**config.mk**
```make
export PLATFORM = sky130hd
export DESIGN_NAME = brownout_handler
export DESIGN_NICKNAME = d
export VERILOG_FILES = /design/src/rtl/brownout_pkg.sv /design/src/rtl/brownout_handler_run_counter.sv /design/src/rtl/brownout_handler.sv
export SDC_FILE = /design/constraint.sdc
export NUM_CORES = 1
export LEC_CHECK = 0
export CAP_MARGIN = 40
export CORE_MARGIN = 4
export CORE_UTILIZATION = 45
export CTS_CLUSTER_SIZE = 28
export DETAILED_ROUTE_END_ITERATION = 8
export PLACE_DENSITY = 0.76
export SLEW_MARGIN = 10
export SYNTH_ARGS = -nofsm -noshare
export SYNTH_HDL_FRONTEND = slang
export SYNTH_HIERARCHICAL = 1
export SYNTH_SLANG_ARGS = --single-unit
export TNS_END_PERCENT = 50
```
**constraint.sdc**
```tcl
create_clock -name clk -period 2.58 [get_ports clk]
set_input_delay 0.516 -clock clk [delete_from_list [all_inputs] [get_ports clk]]
set_output_delay 0.516 -clock clk [all_outputs]
set_load 0.03 [all_outputs]
```
**src/rtl/brownout_pkg.sv**
```systemverilog
// Shared definitions for the brownout handler.
// Holds the FSM state encodings, the default parameter values and a helper
// used to size the internal counters.
package brownout_pkg;

  localparam logic [2:0] ST_NORMAL   = 3'd0;
  localparam logic [2:0] ST_DEBOUNCE = 3'd1;
  localparam logic [2:0] ST_SAVE     = 3'd2;
  localparam logic [2:0] ST_SHUTDOWN = 3'd3;
  localparam logic [2:0] ST_RESTART  = 3'd4;

  localparam int unsigned DEF_DEBOUNCE_CYCLES = 4;
  localparam int unsigned DEF_RECOVER_CYCLES  = 16;
  localparam int unsigned DEF_SAVE_TIMEOUT    = 32;
  localparam int unsigned DEF_CNT_W           = 8;

  // Largest of three values; sizes the shared counter width.
  function automatic int unsigned max3(input int unsigned a,
                                       input int unsigned b,
                                       input int unsigned c);
    int unsigned m;
    m = (a > b) ? a : b;
    return (m > c) ? m : c;
  endfunction

endpackage

```
**src/rtl/brownout_handler_run_counter.sv**
```systemverilog
// run_counter: consecutive-sample counter with clear, enable and a
// terminal-count compare.
// Ports:
//   clk, rst   - clock, synchronous active-high reset
//   clr        - clears the run count
//   en         - counts one qualifying sample this cycle
//   limit      - terminal count
//   hit_c      - combinational: this sample completes the run (count+1 >= limit)
module run_counter #(
  parameter int unsigned W = 5
) (
  input  logic         clk,
  input  logic         rst,
  input  logic         clr,
  input  logic         en,
  input  logic [W-1:0] limit,
  output logic         hit_c
);

  logic [W-1:0] count;

  // The run is complete on the sample that brings the count to the limit.
  assign hit_c = en && ((count + W'(1)) >= limit);

  // Counter restarts after a completed run so the next run begins from zero.
  always_ff @(posedge clk) begin
    if (rst || clr || hit_c) begin
      count <= '0;
    end else if (en) begin
      count <= count + W'(1);
    end
  end

endmodule

```
**src/rtl/brownout_handler.sv**
```systemverilog
// brownout_handler: debounces the brownout flag, requests a state save with a
// timeout-bounded req/ack handshake, holds the system gated and in reset, and
// releases it after a clean-supply recovery window.
// Optional feature macro: BROWNOUT_EVENT_CNT_EN (saturating event counter).
// Ports:
//   clk, rst     - clock, synchronous active-high reset
//   brownout_in  - brownout flag from the detector
//   save_ack     - system has finished saving state
//   save_req     - state save request (SAVE)
//   power_gate   - load disconnected (SHUTDOWN)
//   sys_reset    - system held in reset (SHUTDOWN, RESTART)
//   save_timeout - sticky: a SAVE ended by timeout
//   state        - FSM state, for debug
//   event_count  - saturating count of SAVE entries
module brownout_handler
  import brownout_pkg::*;
#(
  parameter int unsigned DEBOUNCE_CYCLES = DEF_DEBOUNCE_CYCLES,
  parameter int unsigned RECOVER_CYCLES  = DEF_RECOVER_CYCLES,
  parameter int unsigned SAVE_TIMEOUT    = DEF_SAVE_TIMEOUT,
  parameter int unsigned CNT_W           = DEF_CNT_W
) (
  input  logic             clk,
  input  logic             rst,
  input  logic             brownout_in,
  input  logic             save_ack,
  output logic             save_req,
  output logic             power_gate,
  output logic             sys_reset,
  output logic             save_timeout,
  output logic [2:0]       state,
  output logic [CNT_W-1:0] event_count
);

  localparam int unsigned MAX_P = max3(DEBOUNCE_CYCLES, RECOVER_CYCLES, SAVE_TIMEOUT);
  localparam int unsigned CW    = $clog2(MAX_P) + 1;

  logic [2:0]    state_nxt;
  logic          save_req_nxt;
  logic          power_gate_nxt;
  logic          sys_reset_nxt;
  logic          save_timeout_nxt;
  logic          deb_en;
  logic          deb_hit_c;
  logic          rec_en;
  logic          rec_hit_c;
  logic          tmo_hit_c;
  logic [CW-1:0] save_timer;

  // Debounce run: high samples while NORMAL/DEBOUNCE; any low sample clears.
  assign deb_en = brownout_in && ((state == ST_NORMAL) || (state == ST_DEBOUNCE));

  run_counter #(.W(CW)) u_debounce (
    .clk   (clk),
    .rst   (rst),
    .clr   (!deb_en),
    .en    (deb_en),
    .limit (CW'(DEBOUNCE_CYCLES)),
    .hit_c (deb_hit_c)
  );

  // Recovery run: low samples while SHUTDOWN; any high sample clears.
  assign rec_en = !brownout_in && (state == ST_SHUTDOWN);

  run_counter #(.W(CW)) u_recover (
    .clk   (clk),
    .rst   (rst),
    .clr   (!rec_en),
    .en    (rec_en),
    .limit (CW'(RECOVER_CYCLES)),
    .hit_c (rec_hit_c)
  );

  // This edge is the SAVE_TIMEOUT-th one spent in SAVE.
  assign tmo_hit_c = (save_timer + CW'(1)) == CW'(SAVE_TIMEOUT);

  // SAVE timer: zero on entry, counts every edge that stays in SAVE.
  always_ff @(posedge clk) begin
    if (rst || (state != ST_SAVE) || (state_nxt != ST_SAVE)) begin
      save_timer <= '0;
    end else begin
      save_timer <= save_timer + CW'(1);
    end
  end

  // Next state and next (registered) outputs, decoded from the next state.
  always_comb begin
    state_nxt        = state;
    save_timeout_nxt = save_timeout;
    case (state)
      ST_NORMAL: begin
        if (brownout_in) state_nxt = deb_hit_c ? ST_SAVE : ST_DEBOUNCE;
      end
      ST_DEBOUNCE: begin
        if (!brownout_in)   state_nxt = ST_NORMAL;
        else if (deb_hit_c) state_nxt = ST_SAVE;
      end
      ST_SAVE: begin
        // Ack wins over a coincident timeout.
        if (save_ack) begin
          state_nxt = ST_SHUTDOWN;
        end else if (tmo_hit_c) begin
          state_nxt        = ST_SHUTDOWN;
          save_timeout_nxt = 1'b1;
        end
      end
      ST_SHUTDOWN: begin
        if (rec_hit_c) state_nxt = ST_RESTART;
      end
      ST_RESTART: state_nxt = ST_NORMAL;
      default:    state_nxt = ST_NORMAL;
    endcase
    save_req_nxt   = (state_nxt == ST_SAVE);
    power_gate_nxt = (state_nxt == ST_SHUTDOWN);
    sys_reset_nxt  = (state_nxt == ST_SHUTDOWN) || (state_nxt == ST_RESTART);
  end

  // State and output registers.
  always_ff @(posedge clk) begin
    if (rst) begin
      state        <= ST_NORMAL;
      save_req     <= 1'b0;
      power_gate   <= 1'b0;
      sys_reset    <= 1'b0;
      save_timeout <= 1'b0;
    end else begin
      state        <= state_nxt;
      save_req     <= save_req_nxt;
      power_gate   <= power_gate_nxt;
      sys_reset    <= sys_reset_nxt;
      save_timeout <= save_timeout_nxt;
    end
  end

`ifdef BROWNOUT_EVENT_CNT_EN
  // Saturating count of SAVE entries.
  always_ff @(posedge clk) begin
    if (rst) begin
      event_count <= '0;
    end else if ((state_nxt == ST_SAVE) && (state != ST_SAVE) && (event_count != '1)) begin
      event_count <= event_count + CNT_W'(1);
    end
  end
`else
  assign event_count = '0;
`endif

endmodule

```
==> results of run 1 <==
==> flip-flops by register name, indices dropped and copies added, names as in the netlist <==
signal	count
u_debounce/count	6
state	3
save_timer	6
save_timeout	1
sys_reset	1
u_recover/count	6
power_gate	1
save_req	1
==> power breakdown <==
part / leakage (nW) / total, mW / switching, mW / internal [mW]
clock: 0.0177 / 0.170 / 0.112 / 0.0581
sequential: 0.205 / 0.392 / 0.00379 / 0.388
combinational: 0.603 / 0.0851 / 0.0529 / 0.0322
==> cells in the mapped netlist, types with 2 or more instances <==
cell type / count / share of area
nor3_1: 4 / 0.012
inv_1: 13 / 0.030
buf_2: 2 / 0.0062
nand2b_1: 3 / 0.012
a21oi_1: 3 / 0.0094
xnor2_1: 10 / 0.055
conb_1: 2 / 0.0047
nor2_1: 24 / 0.056
nor4_4: 2 / 0.027
o21ai_0: 2 / 0.0062
nand4_1: 8 / 0.031
a221o_1: 2 / 0.012
a31oi_1: 2 / 0.0078
nor2b_1: 2 / 0.0078
clkbuf_1: 2 / 0.0047
or2_2: 2 / 0.0078
dfxtp_1: 25 / 0.31
xor2_1: 12 / 0.066
mux2i_1: 2 / 0.012
and3_1: 7 / 0.027
nand2_1: 8 / 0.019
buf_4: 8 / 0.037
a21o_1: 2 / 0.0094
ha_1: 15 / 0.12
nand3_1: 11 / 0.034
==> final timing paths <==
path                                 endpoint  slack [ps]  cells past startpoint
worst max-delay path            save_timer[1]         -50                     11
worst min-delay path             save_timeout         480                      2
worst max register to register  save_timer[1]         -50                     11
worst min register to register   save_timeout         480                      2
==> cell families (layout without fill, tap and decap cells) <==
| kind of cell | count (synthesis) | in the layout | share of synthesized area |
|---|---|---|---|
| other | 2 | 20 | 0.00468 |
| multiplexers | 2 | 2 | 0.0125 |
| buffers and inverters | 25 | 41 | 0.0788 |
| flip-flops | 25 | 25 | 0.312 |
| XOR/XNOR | 22 | 22 | 0.120 |
| AND/OR/NAND/NOR | 78 | 78 | 0.275 |
| AO/OA/AOI/OAI | 17 | 17 | 0.0796 |
| adder cells (fa/ha/maj) | 15 | 15 | 0.117 |
==> stage by stage <==
step	util	worst slack (ps)	cell area (sq um)	TNS, ps	hold slack [ps]
5_1_grt	0.584	-190	1980	-945	514
3_5_place_dp	0.543	38.3	1840	0	460
2_1_floorplan	-	146	1670	0	430
6_report	0.584	-45.9	1980	-68.6	476
3_3_place_gp	0.543	93.7	1840	0	438
4_1_cts	0.551	49.3	1870	0	484
==> layout make-up <==
cell class	count	area (sq um)
clock inverters	1	5.00
inverters	13	48.8
repair buffers	24	209
multi-input cells	154	1130
well taps	46	57.6
flip-flops and latches	25	510
fillers	310	1410
clock buffers	3	22.5
==> cells in the final DEF, fill, tap and decap left out, types with 4 or more instances in the layout <==
| cell type | n |
|---|---|
| xor2_1 | 12 |
| buf_4 | 13 |
| clkdlybuf4s50_1 | 10 |
| nand2_1 | 8 |
| inv_1 | 13 |
| ha_1 | 14 |
| nor3_1 | 4 |
| dfxtp_2 | 5 |
| nand3_1 | 9 |
| dfxtp_1 | 19 |
| nand4_1 | 8 |
| nor2_1 | 24 |
| conb_1 | 20 |
| and3_1 | 5 |
| xnor2_1 | 10 |
==> what timing repair did <==
item,CTS,global route
gates resized for setup,0,23
setup endpoints to repair,0,10
endpoints found under the hold margin,0,0
buffers inserted,0,2
==> metal layers <==
metal / routed length [microns] / share of wire
met5: 0 / 0
met4: 21 / 0.0068
met3: 158 / 0.051
met2: 1540 / 0.50
met1: 1390 / 0.45
==> tightest hold or removal path, stage by stage, from the launching register on <==
cell	delay (ps)
dfxtp_1	340
inv_1	50
a21oi_1	50
==> results.txt, run 1 <==
Pwr dens: 326 nW/um^2
Sink Count: 25
Hold crit path type: register to register
GRT overflow: 0
Global-route wire length before repair: 4.93 mm
FFs w/ async S/R, synth: 0
Initial Util: 0.473
Met3 GRT Util: 0.0250
Achievable Freq: 0.381 GHz
Chip height: 67.7 microns
RSZ-0062 raised after global routing: yes
Root Buffer: clkbuf_4
Fin cells: 266
Worst Hold Launch: save_timeout
Initial antenna violation count: 0
FP Rows: 21
Routability cong.: 0.797
Total power: 0.647 mW
Total wire length: 3.11 mm
Met2 GRT Util: 0.243
Number of synthesized flops with an enable pin: 0
Buf/Inv on CP: 0
IO buf count: 10
Sequential element share of the synthesized area: 0.312
Fraction of layout cells with a size suffix above 1: 0.205
Seq cells post-synth: 25
Launch point of the worst path: u_debounce/count[0]
Clk_lat worst skew: 320 ps
CTS Buf Count: 3
Chip width: 67.7 microns
Clk_skew: 2.18 ps
Final Setup Violations: 3
Reg2Reg Launch Point: u_debounce/count[0]
Avg WL per Cell: 11.7 microns
Vias/cell: 4.87
Leakage: 0.826 nW
Post-route setup slack: -45.9 ps
Router iterations before antenna repair: 4
Failing checks: negative setup slack
Synth warnings: 6
Worst-path clk slew: 130 ps
CP top delay family: simple AND/OR/NAND/NOR gates
Drc violations: 0
Final worst-path cycle share: 1.02
Core Area: 3390 sq um
WP data required: 2850 ps
CP Data Arrival Time: 2900 ps
Total global-route track usage: 0.139
Post-Syn Area: 1600 sq um
Max Cap Violations: 0
Hold Fails Final Rpt: 0
Die area: 4580 sq um
Post-synthesis cell count: 186
Crit-path cells: ha_4 > nand3_1 > xnor2_1 > ha_1 > and3_4 > a31oi_4 > nor2b_2 > and2b_2 > a22o_4 > nor4_4 > and3_1
Status: finished, violations left
Critical Path Max Stage Delay: 400 ps
Crit Path Class: register to register
Crit end category: register
Vias in the first global route: 1196
Crit path launch type: register
Drt initial violations: 29
Crit path time final: 2630 ps
ANT nets after route: 0
Cts hold-fix bufs: 0
M1 GR Usage: 0.175
HPWL Detailed: 2.28 mm
Longest Clk Path Bufs: 2
Top Ports: 19
Pin count of the biggest net entering global routing: 15
Synth Flop Type: dfxtp_1
Crit path max-delay cell type: dfxtp_4
Antenna cells: 0
Fin nets: 240
VDD IR max: 298 uV
Busiest grt layer: met2
Mapped Avg Cell Area: 8.62 sq um
H-tree Lvls: 1
Area delta synth->final: 23.5%
Routed vias: 1296
Placed Instances: 260
Synth cell types: 38
CTS tree: yes
Critical Path Fanout Max: 5
Final Max Tran Viols: 0
(Power assumes the default switching activity.)
==> run 2: changes to the inputs <==
PLACE_DENSITY = 0.73   (was 0.76)
clock period = 2.44 ns   (was 2.58 ns; I/O delays follow)
==> run 2 against run 1 <==
  * The run still ends with negative setup slack left
  * Largest power group unchanged
  * Final cell count grew 2.3%
  * Clock power is 11% higher
  * Total power up 6.4%
  * Register-to-register slack got worse by 30 ps
  * Non-clock buffer count up 6
==> results.txt, run 2 (synthesized netlist as in run 1, its figures left out) <==
Max Cap Violations: 0
Met1 WL: 1.45 mm
Post-route setup slack: -76.8 ps
Worst-path clk slew: 140 ps
Vias in the first global route: 1250
RSZ-0062 raised after global routing: yes
Failing checks: negative setup slack
TNS Setup: -465 ps
Longest Clk Path Bufs: 2
GRT overflow: 0
CTS Buf Count: 3
Routability cong.: 0.769
Wire length on met3: 88 microns
Sink Count: 25
Chip width: 67.7 microns
Crit Path Class: register to register
Top Ports: 19
Routed wl met2: 1.49 mm
Avg WL per Cell: 11.3 microns
Final Max Tran Viols: 0
Clk_lat worst skew: 330 ps
Critical Path Fanout Max: 5
Hold Fails Final Rpt: 0
Total wire length: 3.07 mm
Crit path launch type: register
Commonest non-fill, non-tap cells in the layout: nor2_1, conb_1, buf_4, dfxtp_1
Leakage: 0.864 nW
Die area: 4580 sq um
Status: finished, violations left
CTS tree: yes
ANT nets after route: 0
Root Buffer: clkbuf_4
WP data required: 2720 ps
H-tree Lvls: 1
Highest Signal Layer: met4
Global-route wire length before repair: 5.16 mm
Launch point of the worst path: u_debounce/count[2]
Pwr dens: 335 nW/um^2
Fin nets: 246
Router iterations before antenna repair: 4
Initial Util: 0.473
Initial antenna violation count: 0
Reg2Reg Launch Point: u_debounce/count[2]
IO buf count: 10
Chip height: 67.7 microns
Total global-route track usage: 0.145
Drc violations: 0
Hold crit path type: register to register
Crit end category: register
Worst Hold Launch: save_timeout
Antenna cells: 0
Drt initial violations: 51
FP Rows: 21
Vias/cell: 4.90
Achievable Freq: 0.397 GHz
Fraction of layout cells with a size suffix above 1: 0.248
Hold slack: 463 ps
Largest regs: save_timer: 6 flops, u_debounce/count: 6 flops, u_recover/count: 6 flops
Routed vias: 1334
CP Data Arrival Time: 2790 ps
VDD IR max: 331 uV
HPWL Detailed: 2.20 mm
Pin count of the biggest net entering global routing: 16
Core Area: 3390 sq um
Final worst-path cycle share: 1.03
Clk_skew: 7.07 ps
Commonest non-fill, non-tap cell in the layout: nor2_1
Area delta synth->final: 28.1%
Final Setup Violations: 10
Crit path time final: 2520 ps
run 2: changes by cell type in the layout (fill, tap and decap cells not counted), sizes merged:
| cell | before | now |
|---|---|---|
| buf | 14 | 20 |
| clkinvlp | 0 | 1 |
| clkinv | 1 | 0 |
run 2: per-stage QoR:
step            util  instances  worst slack (ps)  cell area, sq um  total power [mW]
6_report       0.606        272             -76.8              2050             0.688
2_1_floorplan      -        204              5.60              1670             0.489
5_1_grt        0.606        272              -227              2050             0.718
3_3_place_gp   0.554        265             -16.4              1880             0.500
4_1_cts        0.572        269             -22.7              1940             0.694
3_5_place_dp   0.554        265             -31.0              1880             0.501
run 2: final cells by class:
type                       count  area, sq um
sequential                    25          515
clock inverter                 1         7.51
multi-input combinational    154         1140
fill                         301         1340
timing repair buffer          30          262
tap                           46         57.6
clock buffer                   3         22.5
inverter                      13         48.8
run 2: worst max-delay path, stage by stage (launching register included):
cell	delay, ps
dfxtp_2	360
and3_4	190
nand3_2	90
xnor2_1	130
ha_1	340
and3_4	190
a31oi_1	70
nor2b_1	150
and2b_1	220
a22o_4	270
nor4_4	240
and3_1	200
run 2: timing repair:
action	in CTS	in global routing
pin swaps	0	16
hold buffers	0	0
setup endpoints to repair	10	11
setup buffers	0	3
cloned	0	0
resized for setup	11	20
run 2: final timing paths:
check | end | slack, ps | cells past startpoint
worst max-delay path | save_timer[1] | -80 | 11
worst min-delay path | save_timeout | 460 | 2
worst max register to register | save_timer[1] | -80 | 11
worst min register to register | save_timeout | 460 | 2
run 2: power breakdown:
group	internal, mW	switching, mW	total, mW	leakage (nW)
Combinational	0.0328	0.0528	0.0856	0.643
Sequential	0.410	0.00383	0.414	0.207
Clock	0.0628	0.126	0.189	0.0139
Total	0.505	0.183	0.688	0.864
run 2: metal layers:
layer | vias to the layer above | global-route usage
met2 | 20 | 0.242
li1 | 694 | -
met1 | 615 | 0.181
met5 | - | 0
met4 | 0 | 0.0658
met3 | 5 | 0.0250
